File: src/rtl/i2s_sample_feeder.sv
// Sample FIFO plus request/ack responder feeding the I2S serial writer.
// Optional: define I2S_FEEDER_MUTE_EN to answer empty-FIFO requests with silence.
module i2s_sample_feeder #(
    parameter int unsigned DATA_SIZE       = 24,
    parameter int unsigned FIFO_DEPTH_LOG2 = 4
) (
    input  logic                       clk,
    input  logic                       rst,
    input  logic                       enable,
    input  logic                       sample_wr_stb,
    input  logic [DATA_SIZE-1:0]       sample_wr_data,
    input  logic                       sample_wr_lr,
    output logic                       sample_full,
    output logic                       sample_empty,
    output logic [FIFO_DEPTH_LOG2:0]   sample_count,
    input  logic                       audio_data_request,
    output logic                       audio_data_ack,
    output logic [DATA_SIZE-1:0]       audio_data,
    output logic                       audio_lr_bit,
    output logic                       underflow,
    output logic                       overflow,
    input  logic                       status_clear
);

    localparam int unsigned DEPTH = 1 << FIFO_DEPTH_LOG2;

    typedef logic [FIFO_DEPTH_LOG2-1:0] ptr_t;
    typedef logic [FIFO_DEPTH_LOG2:0]   cnt_t;
    typedef enum logic [1:0] {IDLE, ACK, WAIT_LOW} state_t;

    localparam cnt_t FULL_COUNT = cnt_t'(DEPTH);

    logic [DATA_SIZE:0] mem_q [DEPTH];
    logic [DATA_SIZE:0] head;

    state_t               state_q, state_d;
    ptr_t                 wr_ptr_q, wr_ptr_d;
    ptr_t                 rd_ptr_q, rd_ptr_d;
    cnt_t                 count_q, count_d;
    logic                 ack_q, ack_d;
    logic [DATA_SIZE-1:0] data_q, data_d;
    logic                 lr_q, lr_d;
    logic                 underflow_q, underflow_d;
    logic                 overflow_q, overflow_d;
    logic                 pop, push_ok, uf_set, of_set;
    logic                 full, empty;
`ifdef I2S_FEEDER_MUTE_EN
    logic                 last_lr_q, last_lr_d;
`endif

    assign full  = (count_q == FULL_COUNT);
    assign empty = (count_q == '0);
    assign head  = mem_q[rd_ptr_q];

    always_comb begin
        state_d = state_q;
        ack_d   = 1'b0;
        data_d  = data_q;
        lr_d    = lr_q;
        pop     = 1'b0;
        uf_set  = 1'b0;
        unique case (state_q)
            IDLE: begin
                if (enable && audio_data_request) begin
                    if (!empty) begin
                        pop     = 1'b1;
                        ack_d   = 1'b1;
                        data_d  = head[DATA_SIZE-1:0];
                        lr_d    = head[DATA_SIZE];
                        state_d = ACK;
                    end else begin
                        uf_set  = 1'b1;
`ifdef I2S_FEEDER_MUTE_EN
                        ack_d   = 1'b1;
                        data_d  = '0;
                        lr_d    = ~last_lr_q;
                        state_d = ACK;
`endif
                    end
                end
            end
            ACK:      state_d = WAIT_LOW;
            WAIT_LOW: if (!audio_data_request) state_d = IDLE;
            default:  state_d = IDLE;
        endcase
    end

    // A pop in the same cycle frees the slot, so a push while full is still accepted.
    always_comb begin
        push_ok  = sample_wr_stb && (!full || pop);
        of_set   = sample_wr_stb && full && !pop;
        wr_ptr_d = push_ok ? wr_ptr_q + ptr_t'(1) : wr_ptr_q;
        rd_ptr_d = pop     ? rd_ptr_q + ptr_t'(1) : rd_ptr_q;
        count_d  = count_q;
        if (push_ok && !pop)      count_d = count_q + cnt_t'(1);
        else if (pop && !push_ok) count_d = count_q - cnt_t'(1);
        underflow_d = uf_set || (underflow_q && !status_clear);
        overflow_d  = of_set || (overflow_q && !status_clear);
`ifdef I2S_FEEDER_MUTE_EN
        last_lr_d   = ack_d ? lr_d : last_lr_q;
`endif
    end

    always_ff @(posedge clk or negedge rst) begin
        if (!rst) begin
            state_q     <= IDLE;
            wr_ptr_q    <= '0;
            rd_ptr_q    <= '0;
            count_q     <= '0;
            ack_q       <= 1'b0;
            data_q      <= '0;
            lr_q        <= 1'b0;
            underflow_q <= 1'b0;
            overflow_q  <= 1'b0;
`ifdef I2S_FEEDER_MUTE_EN
            last_lr_q   <= 1'b1;
`endif
        end else begin
            state_q     <= state_d;
            wr_ptr_q    <= wr_ptr_d;
            rd_ptr_q    <= rd_ptr_d;
            count_q     <= count_d;
            ack_q       <= ack_d;
            data_q      <= data_d;
            lr_q        <= lr_d;
            underflow_q <= underflow_d;
            overflow_q  <= overflow_d;
`ifdef I2S_FEEDER_MUTE_EN
            last_lr_q   <= last_lr_d;
`endif
        end
    end

    // Storage needs no reset: pointers and count define which entries are live.
    always_ff @(posedge clk) begin
        if (push_ok) mem_q[wr_ptr_q] <= {sample_wr_lr, sample_wr_data};
    end

    assign sample_full    = full;
    assign sample_empty   = empty;
    assign sample_count   = count_q;
    assign audio_data_ack = ack_q;
    assign audio_data     = data_q;
    assign audio_lr_bit   = lr_q;
    assign underflow      = underflow_q;
    assign overflow       = overflow_q;

endmodule

File: config.mk
export PLATFORM = sky130hd
export DESIGN_NAME = i2s_sample_feeder
export DESIGN_NICKNAME = d
export VERILOG_FILES = /design/src/rtl/i2s_sample_feeder.sv
export SDC_FILE = /design/constraint.sdc
export NUM_CORES = 1
export LEC_CHECK = 0
export CAP_MARGIN = 10
export CORE_MARGIN = 2
export CORE_UTILIZATION = 40
export CTS_BUF_LIST = sky130_fd_sc_hd__clkbuf_2
export DETAILED_ROUTE_END_ITERATION = 10
export DONT_BUFFER_PORTS = 1
export GPL_TIMING_DRIVEN = 0
export SYNTH_ARGS = -nofsm -noshare
export SYNTH_HDL_FRONTEND = slang
export SYNTH_SLANG_ARGS = --single-unit
File: constraint.sdc
create_clock -name clk -period 4.3 [get_ports clk]
set_input_delay 0.215 -clock clk [delete_from_list [all_inputs] [get_ports clk]]
set_output_delay 0.215 -clock clk [all_outputs]
set_load 0.005 [all_outputs]
==> flow_metrics.py <==
metrics = {
    "clock_network": {
        "cts.root.buffer_cell": "sky130_fd_sc_hd__clkbuf_2",
        "tritoncts_clock_tree": "built",
        "post_cts_resize_count": 0,
        "clk_path_buf_depth": 3,
        "post_cts.repair.setup_buffers": 0,
        "postCtsHoldBufs": 37,
        "clock_tree.htree_level_count": 3,
        "worst_setup_hold_path_clk_slew_ps": 120,
        "clk-insertion-delay-late_ps": 1020,
        "cts_made_buffers": 108,
        "cts_sinks": 443,
    },
    "synthesis": {
        "share_of_synthesized_cell_area_in_full_adder_half_adder_and_majority_cells": 0.00852,
        "synthesis.nets": 817,
        "post_synth_and_or_nand_nor_area_fraction": 0.0129,
        "synth_most_common_cell": "sky130_fd_sc_hd__edfxtp_1",
        "yosysSeqAreaShare": 0.768,
        "synth_top_family_by_area": "multiplexers",
        "synthTopCellsByCount": "sky130_fd_sc_hd__edfxtp_1 (400), sky130_fd_sc_hd__mux4_2 (100), sky130_fd_sc_hd__dfrtp_1 (43), sky130_fd_sc_hd__a21oi_1 (29), sky130_fd_sc_hd__o22ai_1 (28)",
        "synth_compound_area_frac": 0.0371,
        "synthDominantCellAreaShare": 0.705,
        "synth_area_leaders": "sky130_fd_sc_hd__edfxtp_1 (70%), sky130_fd_sc_hd__mux4_2 (13%), sky130_fd_sc_hd__dfrtp_1 (6.3%)",
        "number_of_library_cell_types_mapped_by_synthesis": 37,
        "syn-cell-area_um2": 17000,
        "synth-warning-count": 0,
        "synth_edf_count": 400,
        "share_of_synthesized_flip_flops_with_an_asynchronous_set_or_reset": 0.0971,
        "synth.avg_cell_area_um2": 22.0,
        "synthXorXnorAreaFrac": 0.00514,
        "synthCells": 775,
        "synth_ff_type": "sky130_fd_sc_hd__edfxtp_1",
        "ys_seq_elements": 443,
        "synth.area.mux_share": 0.152,
        "cell_taking_the_most_area_after_synthesis": "sky130_fd_sc_hd__edfxtp_1",
    },
    "critical_path": {
        "critical_path.reg2reg.startpoint": "state_q[1]",
        "timing_worst_setup_path_type": "flop to flop",
        "regToRegSetupSlack_ps": 800,
        "worstPathArrival_ps": 4430,
        "crit_path_start_kind": "flop",
        "endpoint_of_the_worst_register_to_register_path": "sample_count[4]",
        "ff2ff_path_depth": 12,
        "setup.worst_path.end_class": "flop",
        "critical_path_fanouts_max": 10,
        "crit_required_ps": 5230,
    },
    "floorplan": {
        "pin_count": 66,
        "start_util": 0.405,
        "total_core_area_um2": 42000,
        "dieArea_um2": 44300,
        "die-width_um": 210,
        "die_ht_um": 210,
        "rows": 75,
    },
    "sta": {
        "fmax_mhz": 286,
        "worst_clock_skew_ps": 68.2,
        "grt_setup_unrepaired": "false",
        "timing_worst_slew_pin_value_ps": 952,
        "slew_headroom": 0.366,
        "finalMaxSlewViolations": 0,
        "fin_crit_ps": 3500,
        "timing.final.hold_violations": 0,
        "ratio_of_final_minimum_period_to_clock_period": 0.814,
        "timing.final.ws_setup_ps": 801,
        "timing.setup.tns_ps": 0,
        "finalSetupViolCount": 0,
    },
    "drt": {
        "drt_iter0_drc": 629,
        "via_count": 8456,
        "wl_per_cell_um": 24.8,
        "dr.pass1.iters": 5,
        "routed_wl_um": 39100,
        "via_per_inst": 5.36,
        "drt_drc_violations_left": 0,
        "detail-route-antenna-nets": 0,
    },
    "global_routing": {
        "grt_antenna_before_repair": 1,
        "grt_max_degree": 44,
        "grt_pass1_vias": 9154,
        "overflow": 0,
        "grt_pass1_wl_um": 58900,
        "gr-usage-all-layers": 0.185,
    },
    "placed_design": {
        "placed_cell_area_um2": 18300,
        "place.gp.congestion": 0.723,
        "preCtsSetupSlack_ps": 761,
        "detailed_place_hpwl_um": 24200,
        "buffer_ports.inserted": 0,
    },
    "layout": {
        "multi_input_gate_area_in_the_final_layout_um2": 3780,
        "layout-drive-gt1-share": 0.394,
        "finalCoreUtilization": 0.468,
        "n_fill_cell": 3604,
        "post_synthesis_to_final_layout_area_growth_pct": 15.6,
        "final_area_um2": 19700,
        "register_area_um2": 13100,
        "finalNetCount": 988,
    },
    "pwr": {
        "switching_share_of_power": 0.323,
        "power.switching_w": 0.00386,
        "cellPowerDensity_nw_per_um2": 607,
        "design_power_total_w": 0.0120,
        "part_of_the_total_power_dissipated_in_sequential_elements": 0.463,
        "p_clk_frac": 0.236,
        "vdd.ir_drop.worst_v": 0.000251,
        "power.combinational.fraction": 0.300,
        "p_int_w": 0.00810,
        "p_leak_nw": 6.55,
    },
    "hold_path": {
        "hold_depth": 4,
        "min_to": "wr_ptr_q[1]",
        "worst_hold_path_type": "input pin to flop",
        "hold_start": "sample_wr_stb",
    },
    "status": {
        "run_status": "finished, final reports clean",
    },
    "run": {
        "max-cap-violations": 0,
    },
}
[logic make-up after synthesis]
kind of cell / after synthesis
DFF: 443
muxes: 130
AOI/OAI and AO/OA: 85
buffers and inverters: 53
and+or+nand+nor: 43
adders and majority gates: 11
xor gates and xnor gates: 10
[worst max-delay path by stage]
stage	start	to	slack [ps]	depth (start not counted)
floorplan	sample_count[0]	mem_q[3][0]	910	5
global placement	sample_count[0]	mem_q[3][9]	-1490	5
detailed placement	state_q[1]	sample_count[4]	760	12
CTS	state_q[1]	sample_count[4]	740	12
global route	state_q[1]	sample_count[4]	520	12
finish	state_q[1]	sample_count[4]	800	12
[layout by cell type (no fill, tap or decap), types with 2 or more instances in the layout]
master | netlist | final
sky130_fd_sc_hd__dfrtp_1 | 43 | 43
sky130_fd_sc_hd__nor2_1 | 16 | 4
sky130_fd_sc_hd__buf_6 | 7 | 17
sky130_fd_sc_hd__buf_8 | 0 | 2
sky130_fd_sc_hd__buf_1 | 3 | 3
sky130_fd_sc_hd__nor2_4 | 0 | 12
sky130_fd_sc_hd__mux2_2 | 25 | 25
sky130_fd_sc_hd__a21oi_1 | 29 | 29
sky130_fd_sc_hd__o22ai_1 | 28 | 28
sky130_fd_sc_hd__buf_2 | 18 | 18
sky130_fd_sc_hd__xnor2_1 | 8 | 8
sky130_fd_sc_hd__buf_12 | 0 | 5
sky130_fd_sc_hd__mux2i_1 | 4 | 4
sky130_fd_sc_hd__buf_4 | 2 | 2
sky130_fd_sc_hd__ha_1 | 10 | 10
sky130_fd_sc_hd__clkinv_2 | 0 | 4
sky130_fd_sc_hd__o22ai_2 | 20 | 20
sky130_fd_sc_hd__nor3_2 | 0 | 4
sky130_fd_sc_hd__mux4_2 | 100 | 100
sky130_fd_sc_hd__clkinvlp_4 | 0 | 2
sky130_fd_sc_hd__clkinv_1 | 0 | 12
sky130_fd_sc_hd__clkbuf_2 | 0 | 179
sky130_fd_sc_hd__nand4_1 | 2 | 2
sky130_fd_sc_hd__edfxtp_1 | 400 | 400
sky130_fd_sc_hd__clkbuf_1 | 13 | 13
sky130_fd_sc_hd__o21ai_0 | 2 | 2
sky130_fd_sc_hd__inv_2 | 0 | 3
sky130_fd_sc_hd__buf_16 | 0 | 9
sky130_fd_sc_hd__nand2b_1 | 3 | 3
sky130_fd_sc_hd__xor2_1 | 2 | 2
sky130_fd_sc_hd__nand2_1 | 12 | 12
sky130_fd_sc_hd__dlygate4sd3_1 | 0 | 35
sky130_fd_sc_hd__inv_1 | 10 | 10
[critical path, cell delays in order, from the launching register on]
cell and delay (ps):
sky130_fd_sc_hd__dfrtp_1 410, sky130_fd_sc_hd__nand4bb_4 270, sky130_fd_sc_hd__a21oi_2 260, sky130_fd_sc_hd__buf_2 310
sky130_fd_sc_hd__buf_1 690, sky130_fd_sc_hd__inv_1 100, sky130_fd_sc_hd__ha_1 250, sky130_fd_sc_hd__inv_1 150
sky130_fd_sc_hd__ha_1 270, sky130_fd_sc_hd__a21o_1 180, sky130_fd_sc_hd__a21oi_1 160, sky130_fd_sc_hd__mux2i_1 230
sky130_fd_sc_hd__xnor2_1 140
[power by group through the flow]
stage	Sequential, W	Combinational [W]	Clock [W]
after floorplan	0.00555	0.00249	0
after global placement	0.00568	0.00332	0
after detailed placement	0.00566	0.00355	0
after CTS	0.00556	0.00366	0.00293
after global routing	0.00560	0.00387	0.00316
final	0.00554	0.00359	0.00282
[routing by layer]
metal  GRT usage  share of wire  up-vias  wire length (um)
li1            -              -     3648                 -
met1       0.249           0.44     4496             17100
met2       0.300           0.49      255             19100
met3      0.0445          0.056       57              2180
met4      0.0563          0.018        0               689
met5           0              0        -                 0
[registers in the layout, indices dropped and copies added (netlist names), 2 cells and up]
register and cells:
rd_ptr_q 4, audio_data 24, state_q 2, wr_ptr_q 4, mem_q 400, sample_count 5
[cell type report]
class / instances / area share
well taps: 539 / 0.0342
plain buffers: 43 / 0.0124
flip-flops and latches: 443 / 0.665
clock buffers: 179 / 0.0455
repair buffers: 61 / 0.0427
clock inverters: 23 / 0.00661
inverters: 10 / 0.00191
diodes: 1 / 0.000127
multi-input cells: 279 / 0.192
[metrics by stage]
stage	instances	hold WS, ps
after floorplan	775	-80.6
after global placement	1314	-79.3
after detailed placement	1338	-79.4
after CTS	1577	37.9
after global routing	1578	76.6
final	1578	139
Power figures use the tool's default switching activity.
